--- config.mk ---
export PLATFORM = sky130hd
export DESIGN_NAME = wr_buf_ctrl
export DESIGN_NICKNAME = d
export VERILOG_FILES = /design/src/rtl/wr_buf_ctrl.sv
export SDC_FILE = /design/constraint.sdc
export NUM_CORES = 1
export LEC_CHECK = 0
export CAP_MARGIN = 25
export CORE_UTILIZATION = 51
export CTS_CLUSTER_DIAMETER = 200
export DETAILED_ROUTE_END_ITERATION = 16
export DONT_BUFFER_PORTS = 1
export GPL_ROUTABILITY_DRIVEN = 0
export PLACE_DENSITY = 0.65
export SYNTH_ARGS = -nofsm -noshare
export SYNTH_HDL_FRONTEND = slang
export SYNTH_SLANG_ARGS = --single-unit
--- constraint.sdc ---
create_clock -name clk -period 5.1 [get_ports clk]
set_clock_uncertainty 0.05 [all_clocks]
set_input_delay 1.275 -clock clk [delete_from_list [all_inputs] [get_ports clk]]
set_output_delay 1.275 -clock clk [all_outputs]
set_load 0.03 [all_outputs]
--- src/rtl/wr_buf_ctrl.sv ---
// In-order write buffer feeding a single service FSM that resolves each head
// entry against the tag list (write-back/allocate or write-through/no-allocate).
module wr_buf_ctrl #(
  parameter int ADDR_W     = 32,
  parameter int DATA_W     = 32,
  parameter int LIST_DEPTH = 4,
  parameter int LINE_WORDS = 32,
  parameter int BUF_DEPTH  = 4,
  localparam int TAG_W  = $clog2(LIST_DEPTH),
  localparam int OFF_W  = $clog2(LINE_WORDS),
  localparam int STRB_W = DATA_W / 8,
  localparam int PTR_W  = $clog2(BUF_DEPTH),
  localparam int CNT_W  = PTR_W + 1
) (
  input  logic                   clk,
  input  logic                   rst,
  input  logic                   wr_valid,
  output logic                   wr_ready,
  input  logic [ADDR_W-1:0]      wr_addr,
  input  logic [DATA_W-1:0]      wr_data,
  input  logic [STRB_W-1:0]      wr_strb,
  input  logic                   wr_wt,
  output logic [CNT_W-1:0]       buf_count,
  output logic                   lk_req,
  output logic [ADDR_W-1:0]      lk_addr,
  input  logic                   lk_rsp_valid,
  input  logic                   lk_hit,
  input  logic [TAG_W-1:0]       lk_tag,
  output logic                   alloc_req,
  input  logic                   alloc_gnt,
  input  logic [TAG_W-1:0]       alloc_tag,
  input  logic                   rd_busy,
  input  logic [ADDR_W-1:0]      rd_busy_addr,
  output logic                   fetch_req,
  input  logic                   fetch_gnt,
  output logic [ADDR_W-1:0]      fetch_addr,
  output logic [TAG_W-1:0]       fetch_tag,
  input  logic                   fetch_done,
  output logic                   mem_wen,
  input  logic                   mem_wready,
  output logic [TAG_W+OFF_W-1:0] mem_waddr,
  output logic [DATA_W-1:0]      mem_wdata,
  output logic [STRB_W-1:0]      mem_wstrb,
  output logic                   dirty_set,
  output logic [TAG_W-1:0]       dirty_tag,
  output logic                   dn_valid,
  input  logic                   dn_ready,
  output logic [ADDR_W-1:0]      dn_addr,
  output logic [DATA_W-1:0]      dn_data,
  output logic [STRB_W-1:0]      dn_strb,
  output logic [2:0]             dbg_state
);

  typedef enum logic [2:0] {
    S_IDLE      = 3'd0,
    S_LOOKUP    = 3'd1,
    S_WAIT_RD   = 3'd2,
    S_ALLOC     = 3'd3,
    S_FETCH     = 3'd4,
    S_WAIT_FILL = 3'd5,
    S_WRITE     = 3'd6,
    S_DOWN      = 3'd7
  } state_t;

  state_t state, next_state;

  logic [ADDR_W-1:0] addr_mem [BUF_DEPTH];
  logic [DATA_W-1:0] data_mem [BUF_DEPTH];
  logic [STRB_W-1:0] strb_mem [BUF_DEPTH];
  logic              wt_mem   [BUF_DEPTH];

  logic [PTR_W-1:0] wptr, rptr;
  logic [CNT_W-1:0] count;
  logic             push, pop;
  logic             lk_issued;
  logic [TAG_W-1:0] slot;

  logic [ADDR_W-1:0] h_addr;
  logic [DATA_W-1:0] h_data;
  logic [STRB_W-1:0] h_strb;
  logic              h_wt;
  logic [ADDR_W-1:0] line_addr;

  // Every valid/request output is held, with a stable payload, until the
  // same-cycle partner ready/grant is seen; a partner already high counts.
  assign wr_ready  = (count != CNT_W'(BUF_DEPTH));
  assign push      = wr_valid && wr_ready;
  assign buf_count = count;
  assign dbg_state = state;

  assign h_addr    = addr_mem[rptr];
  assign h_data    = data_mem[rptr];
  assign h_strb    = strb_mem[rptr];
  assign h_wt      = wt_mem[rptr];
  assign line_addr = {h_addr[ADDR_W-1:OFF_W], {OFF_W{1'b0}}};

  always_ff @(posedge clk) begin
    if (push) begin
      addr_mem[wptr] <= wr_addr;
      data_mem[wptr] <= wr_data;
      strb_mem[wptr] <= wr_strb;
      wt_mem[wptr]   <= wr_wt;
    end
  end

  always_ff @(posedge clk or posedge rst) begin
    if (rst) begin
      wptr  <= '0;
      rptr  <= '0;
      count <= '0;
    end else begin
      if (push) wptr <= wptr + PTR_W'(1);
      if (pop)  rptr <= rptr + PTR_W'(1);
      case ({push, pop})
        2'b10:   count <= count + CNT_W'(1);
        2'b01:   count <= count - CNT_W'(1);
        default: count <= count;
      endcase
    end
  end

  always_ff @(posedge clk or posedge rst) begin
    if (rst) begin
      state     <= S_IDLE;
      lk_issued <= 1'b0;
      slot      <= '0;
    end else begin
      state     <= next_state;
      // lk_req fires only on the first LOOKUP cycle, including re-entry from WAIT_RD.
      lk_issued <= (state == S_LOOKUP) && (next_state == S_LOOKUP);
      if (state == S_LOOKUP && lk_rsp_valid && lk_hit) slot <= lk_tag;
      else if (state == S_ALLOC && alloc_gnt)          slot <= alloc_tag;
    end
  end

  always_comb begin
    next_state = state;
    lk_req     = 1'b0;
    alloc_req  = 1'b0;
    fetch_req  = 1'b0;
    mem_wen    = 1'b0;
    dirty_set  = 1'b0;
    dn_valid   = 1'b0;
    pop        = 1'b0;
    case (state)
      S_IDLE: begin
        if (count != '0) next_state = S_LOOKUP;
      end
      S_LOOKUP: begin
        lk_req = !lk_issued;
        if (lk_rsp_valid) begin
          if (lk_hit)                                      next_state = S_WRITE;
          else if (h_wt)                                   next_state = S_DOWN;
          else if (rd_busy && (rd_busy_addr == line_addr)) next_state = S_WAIT_RD;
          else                                             next_state = S_ALLOC;
        end
      end
      S_WAIT_RD: begin
        if (!rd_busy) next_state = S_LOOKUP;
      end
      S_ALLOC: begin
        alloc_req = 1'b1;
        if (alloc_gnt) next_state = S_FETCH;
      end
      S_FETCH: begin
        fetch_req = 1'b1;
        if (fetch_gnt) next_state = S_WAIT_FILL;
      end
      S_WAIT_FILL: begin
        if (fetch_done) next_state = S_WRITE;
      end
      S_WRITE: begin
        mem_wen = 1'b1;
        if (mem_wready) begin
          if (h_wt) begin
            next_state = S_DOWN;
          end else begin
            dirty_set  = 1'b1;
            pop        = 1'b1;
            next_state = S_IDLE;
          end
        end
      end
      S_DOWN: begin
        dn_valid = 1'b1;
        if (dn_ready) begin
          pop        = 1'b1;
          next_state = S_IDLE;
        end
      end
      default: next_state = S_IDLE;
    endcase
  end

  // Payloads read zero whenever their qualifier is low.
  assign lk_addr    = lk_req    ? line_addr : '0;
  assign fetch_addr = fetch_req ? line_addr : '0;
  assign fetch_tag  = fetch_req ? slot      : '0;
  assign mem_waddr  = mem_wen   ? {slot, h_addr[OFF_W-1:0]} : '0;
  assign mem_wdata  = mem_wen   ? h_data    : '0;
  assign mem_wstrb  = mem_wen   ? h_strb    : '0;
  assign dirty_tag  = dirty_set ? slot      : '0;
  assign dn_addr    = dn_valid  ? h_addr    : '0;
  assign dn_data    = dn_valid  ? h_data    : '0;
  assign dn_strb    = dn_valid  ? h_strb    : '0;

endmodule

Yosys cells after proc, flatten, opt, wreduce, memory -nomap -nowiden
Memory sizes are Yosys's and may differ from the RTL's.
Cells that the tools add are included.
{"block": "word_totals", "register_bits": 13, "mem_bits_rw": 276, "input_bits": 116, "output_inout_bits": 192, "wordCells": 75, "n_memories": 4}
{"memory": "addr_mem", "depth": 4, "width": 32, "rd": 1, "rd_clocked_by_memory_dff": 0, "wr": 1, "line_no": "67", "text": "logic [ADDR_W-1:0] addr_mem [BUF_DEPTH];"}
{"memory": "data_mem", "depth": 4, "width": 32, "rd": 1, "rd_clocked_by_memory_dff": 0, "wr": 1, "line_no": "68", "text": "logic [DATA_W-1:0] data_mem [BUF_DEPTH];"}
{"memory": "strb_mem", "depth": 4, "width": 4, "rd": 1, "rd_clocked_by_memory_dff": 0, "wr": 1, "line_no": "69", "text": "logic [STRB_W-1:0] strb_mem [BUF_DEPTH];"}
{"memory": "wt_mem", "depth": 4, "width": 1, "rd": 1, "rd_clocked_by_memory_dff": 0, "wr": 1, "line_no": "70", "text": "logic wt_mem [BUF_DEPTH];"}
{"block": "classes", "add_sub_neg": 4, "eq_ne": 12, "muxes": 38, "reduce_logical": 11}
{"operator": "$mux W32", "n": 5}
{"operator": "$mux W3", "n": 11}
{"operator": "$eq A32 B32 Y1", "n": 1}
{"operator": "$pmux W3 S8", "n": 1}
{"operator": "$eq A3 B3 Y1 const B", "n": 4}
{"operator": "$mux W1", "n": 12}
{"operator": "$mux W2", "n": 4}
{"operator": "$mux W4", "n": 2}
{"operator": "$mux W7", "n": 1}
{"operator": "$eq A3 B1 Y1 const B", "n": 2}
{"operator": "$eq A3 B2 Y1 const B", "n": 2}
{"operator": "$logic_and A1 B1 Y1", "n": 6}
{"operator": "$pmux W3 S2", "n": 1}
{"operator": "$add A2 B1 Y2 const B", "n": 2}
{"operator": "$reduce_bool A2 Y1", "n": 2}
{"operator": "$add A3 B1 Y3 const B", "n": 1}
{"operator": "$logic_not A3 Y1", "n": 1}
{"operator": "$ne A3 B3 Y1 const B", "n": 1}
{"operator": "$reduce_bool A3 Y1", "n": 1}
{"operator": "$sub A3 B1 Y3 const B", "n": 1}
{"operator": "$eq A2 B1 Y1 const B", "n": 1}
{"operator": "$eq A2 B2 Y1 const B", "n": 1}
{"operator": "$pmux W1 S2", "n": 1}
{"operator": "$logic_not A1 Y1", "n": 1}

Depth between registers and ports, before layout
Gate-level depths: netlist of the first run.
An unclocked memory read counts as a cell.
{"block": "logic_depth", "ltp_word": 10, "depth_mapped": 11, "depth_no_buf": 11}

Worst setup path after synthesis of the first run
Ideal clock, no wire load.
{"block": "synth_path", "path_type": "register to output", "from": "register state[1], in the netlist dbg_state[1]", "to": "output port lk_addr[15]", "arrival_time_ps": 2240, "required_ps": 3775, "path_slack_ps": 1535, "stages_incl_launch_ff": 8, "n_path_buf": 2, "path_cell_list": "dfrtp_1 clkbuf_1 nor2_1 nand2_1 or2_2 inv_1 clkbuf_1 and2_1"}
{"block": "synth_between", "elab_chain_cells": 3}
{"item": "start, declared", "line_no": "65", "text": "state_t state, next_state;"}
{"item": "start signal, assigned", "line_no": "128", "text": "state <= next_state;"}
{"item": "$eq A3 B1 Y1", "line_no": "145", "text": "case (state)"}
{"item": "$mux W1", "line_no": "145"}
{"item": "net lk_req", "line_no": "24", "text": "output logic lk_req,"}
{"item": "$mux W32", "line_no": "196", "text": "assign lk_addr = lk_req ? line_addr : '0;"}
{"item": "end, declared", "line_no": "25", "text": "output logic [ADDR_W-1:0] lk_addr,"}
The timed path passes the listed nets, and every way through them passes these cells.

Worst setup path in the final report of the first run
{"block": "layout_path", "from": "register state[0], in the netlist dbg_state[0]", "to": "output port fetch_addr[18]"}
{"block": "layout_between", "elab_chain_cells": 3}
{"item": "$eq A3 B3 Y1", "line_no": "145"}
{"item": "$mux W1", "line_no": "145"}
{"item": "$mux W32", "line_no": "197", "text": "assign fetch_addr = fetch_req ? line_addr : '0;"}
{"item": "end, declared", "line_no": "36", "text": "output logic [ADDR_W-1:0] fetch_addr,"}
Every way passes these cells.

==> impl_results.md, run 1 <==
* Crit path cell chain: nor2_1 > nand2_1 > nor2_1
* Worst reg-to-reg path cell count at 9
* # rows at 56
* PnR worst setup slack at 492 ps
* Area contributors post-synth: edfxtp_1 (66%), mux4_2 (10%), and2_1 (3.0%), nor2b_1 (2.9%), dfrtp_1 (2.6%)
* Design Area, Final at 13900 um2
* Area after DPL at 12900 um2
* CP endpoint: fetch_addr[18]
* Post-layout min period at 4610 ps
* Setup total negative slack at 0 ps
* WP data arrival at 3280 ps
* Clk buf depth at 3
* R2r startpoint: dbg_state[0]$_DFF_PP0_
* Power density cells at 648 nW/um2
* Ratio of final minimum period to clock period at 0.903
* PortBufs at 0
* Hold-fix buffers, CTS at 0
* Area leader, netlist: edfxtp_1
* Die W at 159 um
* Wire length of the first global-routing pass at 38700 um
* WP data required at 3770 ps
* Io pins at 308
* Post-synth top area share at 0.663
* Count of pins over their slew limit at 0
* Synth cell types at 54
* Drt wl/cell at 25.1 um
* Router iterations before antenna repair at 6
* Synthesized cell area at 12500 um2
* R2R Setup Slk at 1550 ps
* Max IR drop VDD at 0.378 mV
* CP startpoint kind: flop
* Post-route ant nets at 0
* Worst Hold Path Cells at 1
* # diodes at 0
* Max Clk Rate at 217 MHz
* Synth Instances at 744
* Register bit count reported by yosys at 289
* Syn Area/Cell at 16.8 um2
* Die ar. at 25100 um2
* Core footprint at 23800 um2
* Top_reg_cell synth: edfxtp_1
* Detailed Place HPWL at 18300 um
* CP startpoint: dbg_state[0]$_DFF_PP0_
* Seq/Total Area, Yosys at 0.689
* Post-CTS setup repair buffer count at 0
* Max-slew headroom at 0.362
* Vias in the first global route at 6489
* Count leader, synth: edfxtp_1
* # nets final at 870
* CTS resizes at 0
* GRT Total Usage at 0.213
* CTS tree: yes
* H-tree depth at 1
* Async set-reset flop share out of synthesis at 0.0450
* Fillers at 1793
* DRC viols at 0
* Routed WL at 27400 um
* CTS sink count at 289
* TritonCTS buffer count at 30
* EDFF count, synth at 276
* CP Max Fanout at 18
* Via count at 6554
* Initial antenna violation count at 0
* Crit path capture type: primary output
* Hold WC Path Type: reg -> reg
* Synth warn at 0
* Crit Path Category: reg -> out
* Layout cells sized above 1 at 0.176
* Register area at 8620 um2
* Leak at 4.69 nW
* Max-cap violations at 0
* Clock Latency Late Sink at 540 ps
* Unrepaired setup endpoints after global routing: no
* CP max-delay cell: nor2_1
* Largest net degree at the start of global routing at 46
* Starting Density at 0.526
* Multi-input combinational cell area at 3610 um2
* Area delta synth->final at 11.2%
* DRT iter0 DRCs at 551
* Final Hold Fails at 0
* Die span in y at 159 um
* FF-to-FF End: buf_count[2]$_DFFE_PP0P_
* Most frequent cells after synthesis: edfxtp_1 (276), and2_1 (59), nor2b_1 (58)
* Endpoints failing setup at 0
* Clock root buffer: clkbuf_16
* Pre-CTS WS at 1060 ps
* CP most frequent cell: nor2_1
* Clk slew on worst S/H paths at 60 ps
* Slew @ Worst Pin at 954 ps
* Via/cell ratio at 6.01
* Status: finished clean
* Total Power at 0.00900 W
* Worst path max stage delay at 860 ps
* Remaining Overflow, GRT at 0
final cells by class:
class                      instances  share of cell area
clock buffer                      34              0.0566
clock inverter                    22              0.0186
inverter                          16             0.00432
multi-input combinational        400               0.260
sequential                       289               0.620
tap                              319              0.0287
timing repair buffer              11              0.0117
metrics by stage:
| stage | hold WS [ps] | cells | utilization |
|---|---|---|---|
| after floorplan | 441 | 753 | - |
| after global placement | 465 | 1031 | 0.537 |
| after detailed placement | 481 | 1035 | 0.541 |
| after CTS | 494 | 1091 | 0.585 |
| after global routing | 510 | 1091 | 0.585 |
| final | 493 | 1091 | 0.585 |
placed cells by master (no fill, tap or decap), types with 3 or more instances in the layout:
master	Yosys	layout
nor2b_1	58	58
xor2_1	10	10
mux2i_1	28	28
ha_1	5	5
and2_1	59	59
nand3_1	4	3
nand2_1	14	14
bufinv_16	0	6
clkbuf_16	0	31
clkbuf_1	18	3
mux4_2	57	57
nor2_1	50	50
clkinv_1	1	9
conb_1	1	10
and3_1	20	16
o22ai_1	3	3
inv_1	15	15
buf_16	0	4
o21ai_0	5	5
xnor2_1	13	13
nor4_1	3	3
o2bb2ai_1	6	6
and3_4	0	4
mux2_2	13	13
buf_4	14	7
dfrtp_1	13	11
clkinv_2	0	6
edfxtp_1	276	276
nand4_1	5	5
o221ai_1	4	4
critical path, delay by kind of cell (launching register included):
kind,cells,cell delay [ps]
DFF,1,670
and+or+nand+nor,3,2070
report_power, final:
part	switching (W)	internal, W	total [W]
Sequential	0.000275	0.00315	0.00342
Clock	0.000860	0.00141	0.00227
Combinational	0.00223	0.00109	0.00331
worst min-delay path by stage:
stage                             start                   to  slack (ps)
finish              wptr[0]$_DFFE_PP0P_  wptr[0]$_DFFE_PP0P_         490
global route        slot[1]$_DFFE_PP0P_  slot[1]$_DFFE_PP0P_         510
CTS                 slot[1]$_DFFE_PP0P_  slot[1]$_DFFE_PP0P_         490
detailed placement  slot[1]$_DFFE_PP0P_  slot[1]$_DFFE_PP0P_         480
global placement    wptr[0]$_DFFE_PP0P_  wptr[0]$_DFFE_PP0P_         460
floorplan           slot[1]$_DFFE_PP0P_  slot[1]$_DFFE_PP0P_         440
logic make-up after synthesis:
group	after synthesis	share of synthesized area
XOR/XNOR	23	0.0161
adder cells (fa/ha/maj)	6	0.00660
other	1	0.000300
AO/OA/AOI/OAI	41	0.0259
multiplexers	99	0.138
AND/OR/NAND/NOR	221	0.0975
buffers and inverters	64	0.0268
flip-flops	289	0.689
metal layers:
| metal | GRT usage | part of all wire |
|---|---|---|
| met5 | 0 | 0 |
| met4 | 0.0568 | 0.017 |
| met3 | 0.0414 | 0.076 |
| met2 | 0.390 | 0.53 |
| met1 | 0.257 | 0.38 |
flip-flops by register name, summed over array words and instances, names as in the netlist, 2 cells and up:
name	flops
wt_mem	4
data_mem	128
wptr	2
dbg_state	3
addr_mem	128
strb_mem	16
rptr	2
slot	2
buf_count	3
Note: power is estimated with default switching activity, not from simulation.
==> run 2, diff against run 1 <==
==> constraint.sdc (replaced) <==
create_clock -name clk -period 5.9 [get_ports clk]
set_clock_uncertainty 0.05 [all_clocks]
set_input_delay 1.475 -clock clk [delete_from_list [all_inputs] [get_ports clk]]
set_output_delay 1.475 -clock clk [all_outputs]
set_load 0.03 [all_outputs]
==> run 2 against run 1 <==
Compared with the run above:
- cell area shrank 1.2%
- clock power shrank 21%
- highest routed layer unchanged
- cell count shrank 0.27%
==> impl_results.md, run 2 (synthesized netlist as in run 1, its figures left out) <==
* Status: finished clean (unchanged)
* Via count at 6526 (was 6554)
* CP startpoint kind: flop (unchanged)
* GRT Total Usage at 0.211 (was 0.213)
* Post-CTS setup repair buffer count at 0 (unchanged)
* Post-layout min period at 4850 ps
* M1 WL at 10500 um (was 10400 um)
* CP max-delay cell: nor2_1 (unchanged)
* Most common cell after layout, fill and taps aside: edfxtp_1 (unchanged)
* Hold-fix buffers, CTS at 0 (unchanged)
* Max layer used: met4 (unchanged)
* # diodes at 0 (unchanged)
* Ratio of final minimum period to clock period at 0.822
* Die span in y at 159 um (unchanged)
* Hold WC Path Type: reg -> reg (unchanged)
* Remaining Overflow, GRT at 0 (unchanged)
* Drt wl/cell at 25.1 um (about the same)
* H-tree depth at 1 (unchanged)
* Die ar. at 25100 um2 (unchanged)
* CP Max Fanout at 18 (unchanged)
* Crit Path Category: reg -> out (unchanged)
* Endpoints failing setup at 0 (unchanged)
* WP data arrival at 3330 ps (was 3280 ps)
* Initial antenna violation count at 0 (unchanged)
* Unrepaired setup endpoints after global routing: no (unchanged)
* DRT iter0 DRCs at 494 (was 551)
* Max IR drop VDD at 0.369 mV (was 0.378 mV)
* DRC viols at 0 (unchanged)
* CTS resizes at 0 (unchanged)
* Area delta synth->final at 9.81% (was 11.2%)
* Max-slew headroom at 0.340 (was 0.362)
* Crit path capture type: primary output (unchanged)
* Core footprint at 23800 um2 (unchanged)
* Buf+Inv Stages, Crit Path at 0 (unchanged)
* CP most frequent cell: nor2_1 (unchanged)
* Clk buf depth at 3 (unchanged)
* Met2 Wirelength at 14000 um (was 14400 um)
* Metal3 WL at 2150 um (was 2080 um)
* Largest net degree at the start of global routing at 47 (was 46)
* # nets final at 868 (was 870)
* Total Power at 0.00758 W (was 0.00900 W)
* Power density cells at 552 nW/um2 (was 648 nW/um2)
* Count of pins over their slew limit at 0 (unchanged)
* Setup total negative slack at 0 ps (unchanged)
* Final hold slack at 496 ps (was 493 ps)
* Leak at 4.61 nW (was 4.69 nW)
* Detailed Place HPWL at 18000 um (was 18300 um)
* Max Clk Rate at 206 MHz
* Io pins at 308 (unchanged)
* Layout cells sized above 1 at 0.165 (was 0.176)
* Via/cell ratio at 6.00 (was 6.01)
* Max-cap violations at 0 (unchanged)
* TritonCTS buffer count at 30 (unchanged)
* CTS tree: yes (unchanged)
* Worst path max stage delay at 890 ps (was 860 ps)
* Slew @ Worst Pin at 986 ps (was 954 ps)
* Starting Density at 0.526 (unchanged)
* # rows at 56 (unchanged)
* Final Hold Fails at 0 (unchanged)
* Post-route ant nets at 0 (unchanged)
* Wire length of the first global-routing pass at 38200 um (was 38700 um)
* Regs by FF count: addr_mem (128), data_mem (128), strb_mem (16) (unchanged)
* Clock root buffer: clkbuf_16 (unchanged)
* Vias in the first global route at 6375 (was 6489)
* Die W at 159 um (unchanged)
* Commonest cells after routing, fill and taps aside: edfxtp_1 (276), and2_1 (59), nor2b_1 (58) (unchanged)
* Router iterations before antenna repair at 5 (was 6)
* Crit path cell chain: nor2_1 > nand2_1 > nor2_1 (unchanged)
* Clk slew on worst S/H paths at 60 ps (about the same)
* Clock Latency Late Sink at 540 ps (about the same)
* Routed WL at 27300 um (was 27400 um)
* WP data required at 4380 ps (was 3770 ps)
* CTS sink count at 289 (unchanged)
* CP top delay family: simple AND/OR/NAND/NOR gates (unchanged)
* PortBufs at 0 (unchanged)
* Core Util, Final at 0.578 (was 0.585)
run 2: worst paths after layout:
path                                        start                       end  slack [ps]  depth (start not counted)
min reg2reg                   slot[1]$_DFFE_PP0P_       slot[1]$_DFFE_PP0P_         500                          2
min                           slot[1]$_DFFE_PP0P_       slot[1]$_DFFE_PP0P_         500                          2
min in group asynchronous                     rst       wptr[0]$_DFFE_PP0P_         810                          1
max in group asynchronous                     rst       rptr[0]$_DFFE_PP0P_        4580                          1
max reg2reg                   rptr[0]$_DFFE_PP0P_  buf_count[2]$_DFFE_PP0P_        2160                          9
max                        dbg_state[0]$_DFF_PP0_            fetch_addr[30]        1050                          3
run 2: tightest hold or removal path: cells and delay by family (launching register included):
kind	cells	cell delay (ps)
flops	1	360
simple gates	1	70
compound gates	1	70
run 2: area by class of cell:
class / instances / area (um2)
Fill cell: 1825 / 10000
Sequential cell: 289 / 8620
Multi-Input combinational cell: 400 / 3610
Clock buffer: 38 / 781
Tap cell: 319 / 399
Clock inverter: 17 / 160
Timing Repair Buffer: 9 / 95.1
Inverter: 16 / 60.1
run 2: per-stage QoR:
step	worst slack [ps]	area [um2]	std cells
after floorplan	2000	12500	753
after global placement	1570	12700	1031
after detailed placement	1390	12800	1032
after CTS	802	13700	1087
after global routing	738	13700	1088
final	1050	13700	1088
run 2: power by group:
group	internal, W	switching (W)	leakage, nW
sequential	0.00272	0.000336	2.68
combinational	0.000913	0.00183	1.47
clock	0.00106	0.000729	0.458
run 2: layer usage:
metal | global-route usage | vias up
met5 | 0 | -
met4 | 0.0591 | 0
li1 | - | 2831
met3 | 0.0531 | 49
met2 | 0.375 | 317
met1 | 0.253 | 3329
